`src/rtl/simon_pkg.sv`:
```
// rtl/simon_pkg.sv - shared Simon Says colour codes, sequence length and input FSM encoding
package simon_pkg;

  localparam logic [1:0] COL_RED    = 2'd0;
  localparam logic [1:0] COL_GREEN  = 2'd1;
  localparam logic [1:0] COL_BLUE   = 2'd2;
  localparam logic [1:0] COL_YELLOW = 2'd3;

  localparam int SEQ_LEN = 16;

  typedef enum logic [1:0] {
    IN_IDLE,
    IN_WAIT_PRESS,
    IN_WAIT_RELEASE,
    IN_DONE
  } input_fsm_t;

  // Only meaningful for a one-hot input; callers qualify it separately.
  function automatic logic [1:0] onehot_to_code(input logic [3:0] oh);
    case (oh)
      4'b0010: return COL_GREEN;
      4'b0100: return COL_BLUE;
      4'b1000: return COL_YELLOW;
      default: return COL_RED;
    endcase
  endfunction

endpackage

```
`src/rtl/btn_debounce.sv`:
```
// rtl/btn_debounce.sv - 2-FF synchronizer plus per-bit stable-count debounce filter
// A bit's debounced level follows the synchronized level after DEBOUNCE_CYCLES stable ticks.
module btn_debounce #(
  parameter int WIDTH           = 4,
  parameter int DEBOUNCE_CYCLES = 50_000
) (
  input  logic             i_clk,
  input  logic             i_rst,
  input  logic [WIDTH-1:0] i_raw,
  output logic [WIDTH-1:0] o_db
);

  localparam int CW = $clog2(DEBOUNCE_CYCLES + 1);
  localparam logic [CW-1:0] LAST = CW'(DEBOUNCE_CYCLES - 1);

  logic [WIDTH-1:0] r_sync1;
  logic [WIDTH-1:0] r_sync2;

  always_ff @(posedge i_clk) begin
    if (i_rst) begin
      r_sync1 <= '0;
      r_sync2 <= '0;
    end else begin
      r_sync1 <= i_raw;
      r_sync2 <= r_sync1;
    end
  end

  for (genvar g = 0; g < WIDTH; g++) begin : g_bit
    logic [CW-1:0] r_cnt;
    logic          r_level;

    // Any return to the accepted level restarts the count, so bounces never accumulate.
    always_ff @(posedge i_clk) begin
      if (i_rst) begin
        r_cnt   <= '0;
        r_level <= 1'b0;
      end else if (r_sync2[g] == r_level) begin
        r_cnt <= '0;
      end else if (r_cnt == LAST) begin
        r_cnt   <= '0;
        r_level <= r_sync2[g];
      end else begin
        r_cnt <= r_cnt + CW'(1);
      end
    end

    assign o_db[g] = r_level;
  end

endmodule

```
`src/rtl/input_state.sv`:
```
// rtl/input_state.sv - Simon Says player-entry checker: debounced presses compared to the packed sequence
// Optional press timeout built when INPUT_TIMEOUT_EN is defined.
module input_state
  import simon_pkg::*;
#(
  parameter int DEBOUNCE_CYCLES = 50_000,
  parameter int TIMEOUT_CYCLES  = 30_000_000
) (
  input  logic                   clk,
  input  logic                   rst_input,
  input  logic                   en_input,
  input  logic [2*SEQ_LEN-1:0]   seq_in_input,
  input  logic [3:0]             round_ctr,
  input  logic [3:0]             btn,
  output logic [1:0]             colour_echo,
  output logic                   echo_oe,
  output logic                   complete_input,
  output logic                   fail_input,
  output logic [3:0]             entry_pos
);

  input_fsm_t r_state, w_state_nxt;
  logic [3:0] r_entry_pos, w_entry_pos_nxt;
  logic [1:0] r_code, w_code_nxt;
  logic       r_match, w_match_nxt;
  logic       r_echo_oe, w_echo_oe_nxt;
  logic       r_complete, w_complete_nxt;
  logic       r_fail, w_fail_nxt;
  logic       w_to_clr;
  logic       w_to_hit;
  logic [3:0] w_db;
  logic       w_db_onehot;
  logic [1:0] w_press_code;
  logic [1:0] w_exp_code;

  btn_debounce #(
    .WIDTH           (4),
    .DEBOUNCE_CYCLES (DEBOUNCE_CYCLES)
  ) u_btn_debounce (
    .i_clk (clk),
    .i_rst (rst_input),
    .i_raw (btn),
    .o_db  (w_db)
  );

  assign w_db_onehot  = (w_db != 4'd0) && ((w_db & (w_db - 4'd1)) == 4'd0);
  assign w_press_code = onehot_to_code(w_db);
  assign w_exp_code   = seq_in_input[{r_entry_pos, 1'b0} +: 2];

`ifdef INPUT_TIMEOUT_EN
  localparam int TW = $clog2(TIMEOUT_CYCLES + 1);
  logic [TW-1:0] r_to_cnt;

  always_ff @(posedge clk) begin
    if (rst_input || w_to_clr) begin
      r_to_cnt <= '0;
    end else if (r_state == IN_WAIT_PRESS) begin
      r_to_cnt <= r_to_cnt + TW'(1);
    end
  end

  assign w_to_hit = (r_state == IN_WAIT_PRESS) && (r_to_cnt == TW'(TIMEOUT_CYCLES - 1));
`else
  logic w_unused_timeout;
  assign w_unused_timeout = (TIMEOUT_CYCLES > 0) ^ w_to_clr;
  assign w_to_hit         = 1'b0;
`endif

  always_comb begin
    w_state_nxt     = r_state;
    w_entry_pos_nxt = r_entry_pos;
    w_code_nxt      = r_code;
    w_match_nxt     = r_match;
    w_echo_oe_nxt   = r_echo_oe;
    w_complete_nxt  = 1'b0;
    w_fail_nxt      = 1'b0;
    w_to_clr        = 1'b0;

    case (r_state)
      IN_IDLE: begin
        w_entry_pos_nxt = 4'd0;
        w_echo_oe_nxt   = 1'b0;
        w_code_nxt      = 2'd0;
        if (en_input) begin
          w_to_clr    = 1'b1;
          w_state_nxt = IN_WAIT_PRESS;
        end
      end
      IN_WAIT_PRESS: begin
        if (!en_input) begin
          w_entry_pos_nxt = 4'd0;
          w_echo_oe_nxt   = 1'b0;
          w_state_nxt     = IN_IDLE;
        end else if (w_db_onehot) begin
          w_code_nxt    = w_press_code;
          w_match_nxt   = (w_press_code == w_exp_code);
          w_echo_oe_nxt = 1'b1;
          w_state_nxt   = IN_WAIT_RELEASE;
        end else if (w_to_hit) begin
          w_fail_nxt  = 1'b1;
          w_state_nxt = IN_DONE;
        end
      end
      IN_WAIT_RELEASE: begin
        if (!en_input) begin
          w_entry_pos_nxt = 4'd0;
          w_echo_oe_nxt   = 1'b0;
          w_state_nxt     = IN_IDLE;
        end else if (w_db == 4'd0) begin
          w_echo_oe_nxt = 1'b0;
          if (!r_match) begin
            w_fail_nxt  = 1'b1;
            w_state_nxt = IN_DONE;
          end else if (r_entry_pos == round_ctr) begin
            w_complete_nxt = 1'b1;
            w_state_nxt    = IN_DONE;
          end else begin
            w_entry_pos_nxt = r_entry_pos + 4'd1;
            w_to_clr        = 1'b1;
            w_state_nxt     = IN_WAIT_PRESS;
          end
        end
      end
      IN_DONE: begin
        // Held here until the game FSM drops the enable, so it cannot re-arm on the same level.
        w_echo_oe_nxt = 1'b0;
        if (!en_input) begin
          w_entry_pos_nxt = 4'd0;
          w_state_nxt     = IN_IDLE;
        end
      end
      default: w_state_nxt = IN_IDLE;
    endcase
  end

  always_ff @(posedge clk) begin
    if (rst_input) begin
      r_state     <= IN_IDLE;
      r_entry_pos <= 4'd0;
      r_code      <= 2'd0;
      r_match     <= 1'b0;
      r_echo_oe   <= 1'b0;
      r_complete  <= 1'b0;
      r_fail      <= 1'b0;
    end else begin
      r_state     <= w_state_nxt;
      r_entry_pos <= w_entry_pos_nxt;
      r_code      <= w_code_nxt;
      r_match     <= w_match_nxt;
      r_echo_oe   <= w_echo_oe_nxt;
      r_complete  <= w_complete_nxt;
      r_fail      <= w_fail_nxt;
    end
  end

  assign colour_echo    = r_echo_oe ? r_code : 2'd0;
  assign echo_oe        = r_echo_oe;
  assign complete_input = r_complete;
  assign fail_input     = r_fail;
  assign entry_pos      = r_entry_pos;

endmodule
```
`config.mk`:
```
export PLATFORM = sky130hd
export DESIGN_NAME = input_state
export DESIGN_NICKNAME = d
export VERILOG_FILES = /design/src/rtl/simon_pkg.sv /design/src/rtl/btn_debounce.sv /design/src/rtl/input_state.sv
export SDC_FILE = /design/constraint.sdc
export NUM_CORES = 1
export LEC_CHECK = 0
export BUFFER_PORTS_ARGS = -buffer_cell sky130_fd_sc_hd__buf_4
export CAP_MARGIN = 30
export CORE_MARGIN = 10
export CORE_UTILIZATION = 55
export CTS_CLUSTER_DIAMETER = 120
export DETAILED_ROUTE_END_ITERATION = 7
export PLACE_DENSITY = 0.8
export SYNTH_ARGS = -nofsm -noshare
export SYNTH_HDL_FRONTEND = slang
export SYNTH_SLANG_ARGS = --single-unit
```
`constraint.sdc`:
```
create_clock -name clk -period 5.8 [get_ports clk]
set_clock_uncertainty 0.1 [all_clocks]
set_input_delay 0.87 -clock clk [delete_from_list [all_inputs] [get_ports clk]]
set_output_delay 0.87 -clock clk [all_outputs]
set_load 0.03 [all_outputs]
```
==> impl_metrics.yaml, run 1 <==
grt:
  grt_max_degree: 23
  antenna_found_initial: 0
  grt_pass1_wl_mm: 13.8
  track_usage_pct: 14.6
  overflow: 0
  grt_pass1_vias: 3106
layout:
  layout.nets: 530
  area_growth_pct: 15.0
  n_antenna_cell: 0
  final_cell_mix: "nor2_1 (88), dfxtp_1 (88), buf_4 (51)"
  fin_cells: 586
  n_fill_cell: 619
  drive_above_1_share_pct: 15.4
sta:
  fin_tns_setup_ns: 0
  slew_viol_final: 0
  slew_headroom_pct: 60.8
  rsz0062_at_grt: "false"
  final.period_utilization_pct: 41.7
  setup_ws_ns: 3.38
  fmax_ghz: 0.413
  hold_slack_ns: 0.343
  worst_pin_slew_ns: 0.587
  final_hold_viol_count: 0
  setup_viol: 0
  final.min_clock_period_ns: 2.42
synth:
  synthMuxAreaShare_pct: 7.25
  ys_ff_latch: 88
  synth.distinct_cells: 46
  syn_area_per_cell_um2: 9.26
  synth_top_family_by_area: "simple AND/OR/NAND/NOR gates"
  syn_inst: 436
  syn_nets: 484
  async_flop_share_pct: 0
  yosysSeqAreaShare_pct: 43.6
  synth-compound-area-share_pct: 4.09
  synth_flop_cell: "dfxtp_1"
  synth_fa_ha_area_share_pct: 1.55
  yosys_warnings: 0
  synth_edf_count: 0
  synth-xor-area-share_pct: 14.7
  synth_area_um2: 4040
  synth-simple-area-share_pct: 26.1
flow_run:
  cap_violations: 0
clock_tree:
  cts_tree: "done"
  cts.repair.resized: 0
  hold_buffers: 0
  htreeDepth: 3
  clk_pin_slew_worst_paths_ns: 0.09
  cts_buffer_depth: 2
  cts_setup_buffers: 0
  clock_latency_ns: 0.35
  numClockSinks: 88
  cts_root_buf: "clkbuf_8"
  numCtsBuffers: 9
power_and_ir_drop:
  switching_share_pct: 23.5
  internal_power_mw: 0.799
  power.share.clock_pct: 37.1
  peakVddDrop_v: 0.000137
  p_leak_nw: 1.71
  p_comb_share_pct: 4.4
  p_switching_mw: 0.245
  total_power_mw: 1.04
  p_per_area_nw_per_um2: 225
  seq_power_share_pct: 58.5
floorplan:
  die_w_um: 106
  die_h_um: 106
  initial_core_util_pct: 56.0
  num_rows: 31
  die_area_um2: 11200
  io_pins: 52
  coreArea_um2: 7210
placed_design:
  numPortBuffers: 51
  dp_hpwl_mm: 5.71
  dp_cells: 570
  dp_slack_ns: 3.24
  place_congestion: 0.775
drt:
  totalWireLength_mm: 7.74
  drc: 0
  drtPass1Iterations: 4
  avgViaCountPerCell: 5.29
  dr_total_vias: 3098
  ant_nets: 0
  routedWlPerCell_um: 13.2
  drt_iter0_markers: 87
critical_path:
  path_class: "flip-flop to flip-flop"
  rr_endpoint: "r_match"
  cp-endpoint: "r_match"
  crit_required_ns: 5.95
  r2r_start: "entry_pos[0]"
  cp.arrival_ns: 2.57
  end_kind: "flip-flop"
  r2r_setup_slack_ns: 3.38
  cp-startpoint: "entry_pos[0]"
  cp_max_fo: 12
  rr_worst_depth: 4
  cp-start-kind: "flip-flop"
min_path:
  min_path_type: "flip-flop to flip-flop"
  hold_depth: 1
  hold_start: "u_btn_debounce.r_sync1[2]"
outcome:
  status: "complete, no violations"
==> power by group through the flow <==
stage                     registers (mW)  clock network [mW]  logic (mW)
final                              0.611               0.387      0.0461
after global routing               0.612               0.420      0.0504
after CTS                          0.611               0.395      0.0464
after detailed placement           0.625                   0      0.0459
after global placement             0.625                   0      0.0443
after floorplan                    0.624                   0      0.0219
==> through the flow <==
| step | utilization, % | instance area, µm² |
|---|---|---|
| final | 64.4 | 4640 |
| after global routing | 64.4 | 4640 |
| after CTS | 64.4 | 4640 |
| after detailed placement | 61.9 | 4460 |
| after global placement | 61.9 | 4460 |
| after floorplan | - | 4040 |
==> layout make-up <==
type / instances / area (µm²) / area share (%)
multi-input combinational: 325 / 2170 / 46.7
sequential: 88 / 1760 / 37.9
timing repair buffer: 51 / 383 / 8.25
clock buffer: 10 / 128 / 2.75
tap: 99 / 124 / 2.67
clock inverter: 6 / 52.6 / 1.13
inverter: 7 / 26.3 / 0.566
==> kinds of logic (layout without fill, tap and decap cells) <==
| family | after synthesis | count (layout) |
|---|---|---|
| muxes | 16 | 16 |
| DFF | 88 | 88 |
| and+or+nand+nor | 212 | 212 |
| adders and majority gates | 5 | 5 |
| xor gates and xnor gates | 68 | 68 |
| AOI/OAI and AO/OA | 24 | 24 |
| buffers and inverters | 23 | 74 |
==> cell usage after synthesis (2+ instances only) <==
library cell  count  area (µm²)
nor4_1            4        25.0
mux4_2            4        90.1
nand2_1          27         101
buf_2             5        25.0
nand4_1          12        75.1
a21o_1            3        22.5
and4_1            7        61.3
or3_1             5        31.3
mux4_1            5         131
nand2b_1          2        12.5
nand3_1          20         100
and2_1            3        18.8
xor2_1           40         350
nand4b_1          3        26.3
inv_1             7        26.3
nor3_1            5        25.0
clkbuf_1          7        26.3
dfxtp_1          88        1760
and3_1           12        75.1
ha_1              5        62.6
or4_1             5        37.5
o21ai_0           4        20.0
a21oi_1           7        35.0
nor2_1           88         330
buf_4             2        15.0
xnor2_1          28         245
nor2b_1          13        81.3
mux2i_1           6        60.1
o21a_1            2        15.0
==> how the worst min path moves through the flow <==
stage | to | slack [ns]
after floorplan | u_btn_debounce.r_sync2[0] | 0.31
after global placement | u_btn_debounce.r_sync2[3] | 0.32
after detailed placement | u_btn_debounce.r_sync2[2] | 0.32
after CTS | u_btn_debounce.r_sync2[2] | 0.34
after global routing | u_btn_debounce.r_sync2[1] | 0.37
final | u_btn_debounce.r_sync2[2] | 0.34
==> flip-flops by register name, summed over array words and instances (netlist names) <==
register and flops:
u_btn_debounce.g_bit.r_cnt 64, entry_pos 4, u_btn_debounce.g_bit.r_level 4, u_btn_debounce.r_sync1 4, u_btn_debounce.r_sync2 4, r_code 2
r_state 2, complete_input 1, echo_oe 1, fail_input 1, r_match 1
==> metal layers <==
| metal | share of wire [%] | wire (µm) | track usage [%] |
|---|---|---|---|
| met3 | 3.0 | 229 | 3.17 |
| met2 | 49 | 3810 | 24.9 |
| met1 | 46 | 3540 | 17.0 |
| met4 | 2.1 | 164 | 7.16 |
| met5 | 0 | 0 | 0 |
==> critical path: stages (launching register included) <==
cell     delay, ns
dfxtp_1       0.70
mux4_1        0.64
mux4_2        0.49
xor2_1        0.16
a41o_1        0.22
No activity file was read; power rests on OpenSTA's default activity.
==> inputs of run 2 (changes only) <==
--- a/config.mk
+++ b/config.mk
@@ -8,7 +8,7 @@
 export BUFFER_PORTS_ARGS = -buffer_cell sky130_fd_sc_hd__buf_4
 export CAP_MARGIN = 30
 export CORE_MARGIN = 10
-export CORE_UTILIZATION = 55
+export CORE_UTILIZATION = 52
 export CTS_CLUSTER_DIAMETER = 120
 export DETAILED_ROUTE_END_ITERATION = 7
 export PLACE_DENSITY = 0.8
==> constraint.sdc (replaced) <==
create_clock -name clk -period 1.97 [get_ports clk]
set_clock_uncertainty 0.1 [all_clocks]
set_input_delay 0.2955 -clock clk [delete_from_list [all_inputs] [get_ports clk]]
set_output_delay 0.2955 -clock clk [all_outputs]
set_load 0.03 [all_outputs]
==> run 2 against run 1 <==
The run now ends with setup timing left. Flip-flop and latch count unchanged. Combinational power increased to 3.3 times the previous value. Highest routed layer unchanged. Clock-buffer cell count decreased by 1. Die area increased by 4.7%. Non-clock buffer count increased by 26.
==> impl_metrics.yaml, run 2 (same netlist as run 1, synthesis figures left out) <==
outcome:
  status: "complete, but fails checks"
  violations: "setup timing"
critical_path:
  end_kind: "flip-flop"
  cp.arrival_ns: 2.15
  rr_worst_depth: 4
  r2r_start: "entry_pos[0]"
  r2r_setup_slack_ns: -0.03
  crit_required_ns: 2.11
  rr_endpoint: "r_match"
  cp_cell_sequence: "mux4_2 -> mux4_2 -> xor2_1 -> a41o_1"
  critPathMostFrequentCell: "mux4_2"
  slowest_stage: "mux4_2"
  cp_max_fo: 8
  path_class: "flip-flop to flip-flop"
  max_stage_delay_ns: 0.51
  cp-start-kind: "flip-flop"
grt:
  grt_pass1_wl_mm: 14.2
  grt_max_degree: 23
  use_met2_pct: 26.3
  grt_use_met3_pct: 3.03
  antenna_found_initial: 0
  met1_usage_pct: 16.0
  grt-busiest-layer: "met2"
  grt_pass1_vias: 3308
  track_usage_pct: 14.6
  overflow: 0
clock_tree:
  clock_latency_ns: 0.35
  cts_buffer_depth: 2
  cts_tree: "done"
  numCtsBuffers: 9
  numClockSinks: 88
  cts_root_buf: "clkbuf_8"
  clk_pin_slew_worst_paths_ns: 0.09
  hold_buffers: 0
  htreeDepth: 3
layout:
  drive_above_1_share_pct: 23.0
  regMostFlops: "u_btn_debounce.g_bit.r_cnt"
  final_cell_mix: "nor2_1 (88), dfxtp_1 (83), buf_4 (74)"
  n_antenna_cell: 0
  layout.nets: 556
  area_growth_pct: 22.7
  n_fill_cell: 632
  final_common_cell: "nor2_1"
  largest_reg_flops: 64
drt:
  drc: 0
  ant_nets: 0
  totalWireLength_mm: 8.29
  routedWlPerCell_um: 13.5
  drtPass1Iterations: 4
  avgViaCountPerCell: 5.28
  dr_total_vias: 3246
  drt_iter0_markers: 98
power_and_ir_drop:
  p_per_area_nw_per_um2: 671
  p_switching_mw: 0.714
  switching_share_pct: 21.5
  p_comb_share_pct: 4.5
  p_leak_nw: 1.89
  total_power_mw: 3.33
  seq_power_share_pct: 54.1
  peakVddDrop_v: 0.000516
  power.share.clock_pct: 41.4
  internal_power_mw: 2.61
sta:
  slew_headroom_pct: 66.5
  rsz0062_at_grt: "true"
  setup_ws_ns: -0.0333
  fmax_ghz: 0.499
  worst_pin_slew_ns: 0.497
  final.min_clock_period_ns: 2.00
  setup_viol: 1
  final_hold_viol_count: 0
  hold_slack_ns: 0.0612
  final.period_utilization_pct: 102
  slew_viol_final: 0
placed_design:
  dp_hpwl_mm: 6.24
  numPortBuffers: 51
  place_congestion: 0.801
  dp_slack_ns: -0.0274
floorplan:
  num_rows: 32
  die_w_um: 108
  initial_core_util_pct: 52.8
  die_h_um: 108
  coreArea_um2: 7650
  die_area_um2: 11700
  io_pins: 52
min_path:
  hold_start: "btn[3]"
  hold_depth: 2
  hold_end: "u_btn_debounce.r_sync1[3]"
  min_path_type: "input pin to flip-flop"
flow_run:
  cap_violations: 0
==> run 2: area by class of cell <==
class	count	area, µm²	share of cell area (%)
multi-input combinational	325	2200	44.4
sequential	88	1770	35.7
timing repair buffer	77	607	12.2
tap	102	128	2.57
clock buffer	9	124	2.50
clock inverter	7	98.8	1.99
inverter	7	26.3	0.530
==> run 2: per-stage QoR <==
stage / cells / setup TNS [ns] / instance area, µm² / utilization [%]
finish: 615 / -0.0333 / 4960 / 64.8
global route: 615 / -0.210 / 4960 / 64.8
CTS: 614 / -0.0391 / 4920 / 64.3
detailed placement: 598 / -0.0723 / 4680 / 61.2
global placement: 598 / -0.00982 / 4680 / 61.2
floorplan: 436 / -0.109 / 4050 / -
==> run 2: how the worst max path moves through the flow <==
stage / from / endpoint / slack (ns) / depth (start not counted)
5_1_grt: entry_pos[0] / r_match / -0.11 / 4
6_report: entry_pos[0] / r_match / -0.03 / 4
2_1_floorplan: entry_pos[0] / r_match / -0.11 / 5
3_3_place_gp: entry_pos[0] / r_match / -0.01 / 4
4_1_cts: entry_pos[0] / r_match / -0.04 / 4
3_5_place_dp: entry_pos[0] / r_match / -0.03 / 4
==> run 2: metal layers <==
metal	wire length, µm	share of wire [%]	up-vias
met3	260	3.1	15
met1	3450	42	1546
li1	-	-	1637
met4	188	2.3	0
met2	4390	53	48
met5	0	0	-
==> run 2: timing repair <==
action | CTS | global route
resized for setup | 3 | 10
setup buffers | 0 | 1
setup endpoints to repair | 19 | 42
pin swaps | 0 | 1
==> run 2: worst max-delay path, delay by kind of cell, from the launching register on <==
family / cells / cell delay, ns
muxes: 2 / 1.00
DFF: 1 / 0.43
AOI/OAI and AO/OA: 1 / 0.22
xor gates and xnor gates: 1 / 0.15
==> run 2: power groups by stage <==
| stage | Combinational (mW) | Clock (mW) | Sequential [mW] |
|---|---|---|---|
| finish | 0.151 | 1.38 | 1.80 |
| global route | 0.164 | 1.46 | 1.80 |
| CTS | 0.148 | 1.40 | 1.80 |
| detailed placement | 0.147 | 0 | 1.84 |
| global placement | 0.141 | 0 | 1.84 |
| floorplan | 0.0662 | 0 | 1.84 |
